### src/rtl/acc_pkg.sv
`default_nettype none
// +----------------------------------------------------------------------+
// | acc_pkg                                                              |
// | Shared requester IDs, arbiter state codes and bus width defaults.    |
// | Rev 1.0                                                              |
// +----------------------------------------------------------------------+
package acc_pkg;

  localparam int AW_DEF = 32;
  localparam int DW_DEF = 32;

  localparam logic REQ_W = 1'b0;
  localparam logic REQ_F = 1'b1;

  // State codes double as the one-hot {f,w} grant vector.
  localparam logic [1:0] IDLE  = 2'b00;
  localparam logic [1:0] GNT_W = 2'b01;
  localparam logic [1:0] GNT_F = 2'b10;

endpackage
`default_nettype wire

### src/rtl/arb_tag_fifo.sv
`default_nettype none
// +----------------------------------------------------------------------+
// | arb_tag_fifo                                                         |
// | Outstanding-read tag FIFO: {requester id, address} per issued read.  |
// | Rev 1.0                                                              |
// +----------------------------------------------------------------------+
module arb_tag_fifo #(
  parameter int WIDTH = 33,
  parameter int DEPTH = 4
) (
  input  logic             clk,
  input  logic             rst_n,
  input  logic             push,
  input  logic [WIDTH-1:0] push_data,
  input  logic             pop,
  output logic [WIDTH-1:0] head,
  output logic             full,
  output logic             empty
);

  localparam int             C_PTR_W    = $clog2(DEPTH);
  localparam logic [C_PTR_W:0] C_FULL_CNT = (C_PTR_W + 1)'(DEPTH);

  logic [WIDTH-1:0]   r_mem [DEPTH];
  logic [C_PTR_W-1:0] r_wr_ptr;
  logic [C_PTR_W-1:0] r_rd_ptr;
  logic [C_PTR_W:0]   r_count;
  logic               w_push;
  logic               w_pop;

  assign w_push = push & ~full;
  assign w_pop  = pop & ~empty;
  assign full   = (r_count == C_FULL_CNT);
  assign empty  = (r_count == '0);
  assign head   = r_mem[r_rd_ptr];

  // Power-of-two depth lets the pointers wrap by plain overflow.
  always_ff @(posedge clk or negedge rst_n) begin
    if (!rst_n) begin
      r_wr_ptr <= '0;
      r_rd_ptr <= '0;
      r_count  <= '0;
    end else begin
      if (w_push) r_wr_ptr <= r_wr_ptr + 1'b1;
      if (w_pop)  r_rd_ptr <= r_rd_ptr + 1'b1;
      case ({w_push, w_pop})
        2'b10:   r_count <= r_count + 1'b1;
        2'b01:   r_count <= r_count - 1'b1;
        default: r_count <= r_count;
      endcase
    end
  end

  always_ff @(posedge clk) begin
    if (w_push) r_mem[r_wr_ptr] <= push_data;
  end

endmodule
`default_nettype wire

### src/rtl/mem_rd_arb.sv
`default_nettype none
// +----------------------------------------------------------------------+
// | mem_rd_arb                                                           |
// | Round-robin, burst-locked read-port arbiter with in-order response   |
// | routing for the weight and feature-map BIUs.                         |
// | Rev 1.0                                                              |
// +----------------------------------------------------------------------+
module mem_rd_arb
  import acc_pkg::*;
#(
  parameter int AW   = AW_DEF,
  parameter int DW   = DW_DEF,
  parameter int OUTS = 4
) (
  input  logic          clk,
  input  logic          rst_n,
  input  logic          w_req,
  input  logic          w_vld,
  input  logic [AW-1:0] w_addr,
  output logic          w_rdy,
  output logic          w_rsp_vld,
  output logic [AW-1:0] w_rsp_addr,
  output logic [DW-1:0] w_rsp_data,
  input  logic          w_rsp_rdy,
  input  logic          f_req,
  input  logic          f_vld,
  input  logic [AW-1:0] f_addr,
  output logic          f_rdy,
  output logic          f_rsp_vld,
  output logic [AW-1:0] f_rsp_addr,
  output logic [DW-1:0] f_rsp_data,
  input  logic          f_rsp_rdy,
  output logic          mem_vld,
  output logic [AW-1:0] mem_addr,
  input  logic          mem_rdy,
  input  logic          mem_rsp_vld,
  input  logic [DW-1:0] mem_rsp_data,
  output logic          mem_rsp_rdy,
  output logic [1:0]    grant,
  output logic          err
);

  logic [1:0]    r_state;
  logic [1:0]    w_state_nxt;
  logic          r_last;
  logic          w_last_nxt;
  logic          r_err;
  logic          w_own_vld;
  logic [AW-1:0] w_own_addr;
  logic          w_own_id;
  logic          w_issue;
  logic          w_full;
  logic          w_empty;
  logic [AW:0]   w_head;
  logic          w_head_id;
  logic          w_tgt_rdy;

  always_comb begin
    w_state_nxt = r_state;
    w_last_nxt  = r_last;
    case (r_state)
      IDLE: begin
        if (w_req && f_req) w_state_nxt = (r_last == REQ_F) ? GNT_W : GNT_F;
        else if (w_req)     w_state_nxt = GNT_W;
        else if (f_req)     w_state_nxt = GNT_F;
      end
      GNT_W: begin
        if (!w_req) begin
          w_state_nxt = f_req ? GNT_F : IDLE;
          w_last_nxt  = REQ_W;
        end
      end
      GNT_F: begin
        if (!f_req) begin
          w_state_nxt = w_req ? GNT_W : IDLE;
          w_last_nxt  = REQ_F;
        end
      end
      default: w_state_nxt = IDLE;
    endcase
  end

  always_ff @(posedge clk or negedge rst_n) begin
    if (!rst_n) begin
      r_state <= IDLE;
      r_last  <= REQ_F;
      r_err   <= 1'b0;
    end else begin
      r_state <= w_state_nxt;
      r_last  <= w_last_nxt;
      if (mem_rsp_vld && w_empty) r_err <= 1'b1;
    end
  end

  always_comb begin
    w_own_vld  = 1'b0;
    w_own_addr = '0;
    w_own_id   = REQ_W;
    case (r_state)
      GNT_W: begin
        w_own_vld  = w_vld;
        w_own_addr = w_addr;
      end
      GNT_F: begin
        w_own_vld  = f_vld;
        w_own_addr = f_addr;
        w_own_id   = REQ_F;
      end
      default: ;
    endcase
  end

  assign mem_vld  = w_own_vld & ~w_full;
  assign mem_addr = w_own_addr;
  assign w_rdy    = (r_state == GNT_W) & mem_rdy & ~w_full;
  assign f_rdy    = (r_state == GNT_F) & mem_rdy & ~w_full;
  assign w_issue  = mem_vld & mem_rdy;

  arb_tag_fifo #(
    .WIDTH (AW + 1),
    .DEPTH (OUTS)
  ) u_tag_fifo (
    .clk       (clk),
    .rst_n     (rst_n),
    .push      (w_issue),
    .push_data ({w_own_id, mem_addr}),
    .pop       (mem_rsp_vld & mem_rsp_rdy),
    .head      (w_head),
    .full      (w_full),
    .empty     (w_empty)
  );

  assign w_head_id  = w_head[AW];
  assign w_rsp_vld  = mem_rsp_vld & ~w_empty & (w_head_id == REQ_W);
  assign f_rsp_vld  = mem_rsp_vld & ~w_empty & (w_head_id == REQ_F);
  assign w_rsp_addr = w_head[AW-1:0];
  assign f_rsp_addr = w_head[AW-1:0];
  assign w_rsp_data = mem_rsp_data;
  assign f_rsp_data = mem_rsp_data;
  assign w_tgt_rdy  = (w_head_id == REQ_F) ? f_rsp_rdy : w_rsp_rdy;

  // With no tag outstanding a response has no owner: accept and drop it.
  assign mem_rsp_rdy = w_empty ? mem_rsp_vld : w_tgt_rdy;

  assign grant = r_state;
  assign err   = r_err;

endmodule
`default_nettype wire

### config.mk
export PLATFORM = sky130hd
export DESIGN_NAME = mem_rd_arb
export DESIGN_NICKNAME = d
export VERILOG_FILES = /design/src/rtl/acc_pkg.sv /design/src/rtl/arb_tag_fifo.sv /design/src/rtl/mem_rd_arb.sv
export SDC_FILE = /design/constraint.sdc
export NUM_CORES = 1
export LEC_CHECK = 0
export CAP_MARGIN = 20
export CORE_MARGIN = 2
export CORE_UTILIZATION = 25
export CTS_CLUSTER_DIAMETER = 120
export DETAILED_ROUTE_END_ITERATION = 7
export MAX_ROUTING_LAYER = met4
export PLACE_DENSITY = 0.48
export RECOVER_POWER = 25
export SYNTH_ARGS = -nofsm -noshare
export SYNTH_HDL_FRONTEND = slang
export SYNTH_HIERARCHICAL = 1
export SYNTH_SLANG_ARGS = --single-unit
### constraint.sdc
create_clock -name clk -period 3.5 [get_ports clk]
set_input_delay 0.35 -clock clk [delete_from_list [all_inputs] [get_ports clk]]
set_output_delay 0.35 -clock clk [all_outputs]
set_load 0.02 [all_outputs]
==> results_dict.tcl <==
set metrics [dict create \
    relSlewSlack_pct 53.21 \
    via_per_inst 4.371 \
    fmaxAchievable_ghz 0.3141 \
    tns_ns 0 \
    max_stage_delay_ns 0.69 \
    grt_pass1_wl_um 25330 \
    maxSlewViolCount 0 \
    die_h_um 169.4 \
    groute.usage.overall_pct 12.63 \
    hold_ws_ns 0.3792 \
    clk_latency_ns 0.42 \
    io_pins 275 \
    slowest_stage "clkdlybuf4s50_1" \
    die_area_mm2 0.02868 \
    maxCapViolations 0 \
    drtPass1Iterations 4 \
    start_util_pct 25.43 \
    synth_area_per_cell_um2 16.31 \
    vdd_drop_max_mv 0.3369 \
    tritoncts "done" \
    fp.coreArea_mm2 0.02688 \
    hp-class "input port to asynchronous set/reset pin" \
    fill_cells 2611 \
    gp_congestion 0.7515 \
    htreeDepth 4 \
    routed-via-count 3807 \
    final_common_cell "clkdlybuf4s50_1" \
    ctsHoldBuffers 0 \
    grt_pass1_vias 4067 \
    dp_hpwl_um 12320 \
    drt_iter0_drc 201 \
    period_share_pct 90.97 \
    worstPathCellList "inv_1 > ha_1 > buf_4 > a22oi_1 > nor2b_1 > clkdlybuf4s50_1" \
    critPathMaxFanout 22 \
    dieWidth_um 169.4 \
    syn_nets 536 \
    status "finished clean" \
    detail-route-antenna-nets 0 \
    route.detailed.drc 0 \
    cts.clk_slew.worst_paths_ns 0.06 \
    arrival_ns 2.83 \
    finalPower_uw 7998 \
    yosysUniqueCellTypes 34 \
    port_buffers 178 \
    cts_buffers 17 \
    grt.overflow.total 0 \
    grt_max_degree 35 \
    row_count 60 \
    yosysSeqAreaShare_pct 62.04 \
    cts.path.max_buffers 2 \
    required_ns 3.15 \
    syn_inst 419 \
    antenna_found_initial 1 \
    final_cell_mix "176 x clkdlybuf4s50_1, 132 x edfxtp_1, 33 x a22oi_1" \
    rsz0062_at_grt "no" \
    cp-end-kind "primary output" \
    cts-resized-gates 0 \
    cts-root-buf "clkbuf_16" \
    postCtsSetupBuffers 0 \
    leakagePower_uw 0.003018 \
    clock-skew-final_ns 0.01014 \
    worst_r2r_endpoint "u_tag_fifo/r_count[2]" \
    ys_seq_elements 143 \
    clock-sinks 143 \
    r2r_setup_slack_ns 0.73 \
    hold_viol 0 \
    wl_per_cell_um 20.04 \
    yosysWarnings 6 \
    path_class "register to primary output" \
    synth_area_mm2 0.006835 \
    syn2layout_area_growth_pct 31.76 \
    num-nets-final 633 \
    wirelength_um 17450 \
    period_needed_ns 3.184 \
    startpoint_type "register" \
    worst_slew_pin_slew_ns 0.7018 \
    layout-drive-gt1-share_pct 16.07 \
    worstReg2RegStart "u_tag_fifo/r_rd_ptr[0]" \
    cellPowerDensity_mw_per_mm2 888.1 \
    setup_viol 0 \
    ff2ff_path_depth 11 \
]
[worst max-delay path by stage]
stage	startpoint	to	slack, ns	cells after the start
2_1_floorplan	grant[0]	u_tag_fifo/r_mem[0][0]	0.44	8
3_3_place_gp	grant[1]	u_tag_fifo/r_count[2]	0.69	13
3_5_place_dp	grant[1]	u_tag_fifo/r_count[2]	0.56	13
4_1_cts	grant[1]	mem_addr[11]	0.13	6
5_1_grt	grant[0]	mem_addr[11]	0.08	6
6_report	grant[0]	mem_addr[11]	0.32	6
[cells by family after synthesis]
family	Yosys count	synth area share, %
buffers and inverters	125	13.27
XOR/XNOR	6	0.7689
AO/OA/AOI/OAI	44	4.924
AND/OR/NAND/NOR	53	5.125
multiplexers	37	11.75
adder cells (fa/ha/maj)	11	2.123
flip-flops	143	62.04
[synth_stat cells]
library cell  instances  area (µm²)
edfxtp_1            132        3964
buf_4                96       720.7
a22oi_1              33       247.7
nor2b_1              32       200.2
mux4_2               28       630.6
buf_2                11       55.05
dfrtp_1              10       250.2
ha_1                 10       125.1
inv_1                10       37.54
and2_1                6       37.54
mux4_1                5       131.4
and3b_1               4       35.03
a21oi_1               3       15.01
buf_12                3       60.06
clkbuf_1              3       11.26
mux2i_1               3       30.03
o21ai_1               3       15.01
xnor2_1               3       26.28
xor2_1                3       26.28
buf_6                 2       22.52
nand2_1               2       7.510
nand2b_1              2       12.51
nor3b_1               2       15.01
nor3b_2               2       25.02
o41ai_2               2       32.53
a221oi_1              1       8.760
a22o_1                1       8.760
dfstp_2               1       26.28
fa_1                  1       20.02
mux2_2                1       11.26
nor2_1                1       3.750
nor2b_2               1       8.760
nor3_1                1       5.000
o31a_1                1       8.760
[area by class of cell]
type                    instances  area, µm²  share of cell area [%]
multi-input cells             151       1698                   18.85
clock buffers                  21      450.4                   5.001
well taps                     341      426.7                   4.737
clock inverters                11      191.4                   2.126
diodes                          1      2.502                 0.02779
inverters                      10      37.54                  0.4168
flip-flops and latches        143       4243                   47.11
repair buffers                193       1957                   21.73
[stage by stage]
step / utilization (%) / instances / worst slack (ns) / area [µm²]
3_3_place_gp: 31.11 / 838 / 0.6851 / 8362
6_report: 33.51 / 871 / 0.3162 / 9006
4_1_cts: 33.50 / 870 / 0.1256 / 9004
5_1_grt: 33.51 / 871 / 0.08015 / 9006
2_1_floorplan: - / 419 / 0.4376 / 6835
3_5_place_dp: 31.11 / 838 / 0.5627 / 8362
[per-layer routing]
| metal | routed length (µm) | vias to the layer above | track usage [%] | part of all wire, % |
|---|---|---|---|---|
| met5 | 0 | - | - | 0 |
| met4 | 568 | 0 | 6.169 | 3.3 |
| met3 | 1076 | 69 | 3.335 | 6.2 |
| met2 | 8718 | 135 | 20.94 | 50 |
| met1 | 7091 | 1911 | 14.20 | 41 |
| li1 | - | 1692 | - | - |
[flip-flops by register name (all words and copies together), names as in the netlist]
name	count
err	1
grant	2
r_last	1
u_tag_fifo/r_count	3
u_tag_fifo/r_mem	132
u_tag_fifo/r_rd_ptr	2
u_tag_fifo/r_wr_ptr	2
[worst max-delay path: cells and delay by family, from the launching register on]
kind                     cells  cell delay, ns
AND/OR/NAND/NOR              1            0.39
adder cells (fa/ha/maj)      1            0.25
buffers and inverters        3            1.16
flip-flops                   1            0.45
AO/OA/AOI/OAI                1            0.16
[where the power goes]
part	switching [µW]	internal, µW	total (µW)
registers	83.2	2170	2250
clock network	662	1280	1940
logic	2040	1770	3800
Note: power is estimated with default switching activity, not from simulation.
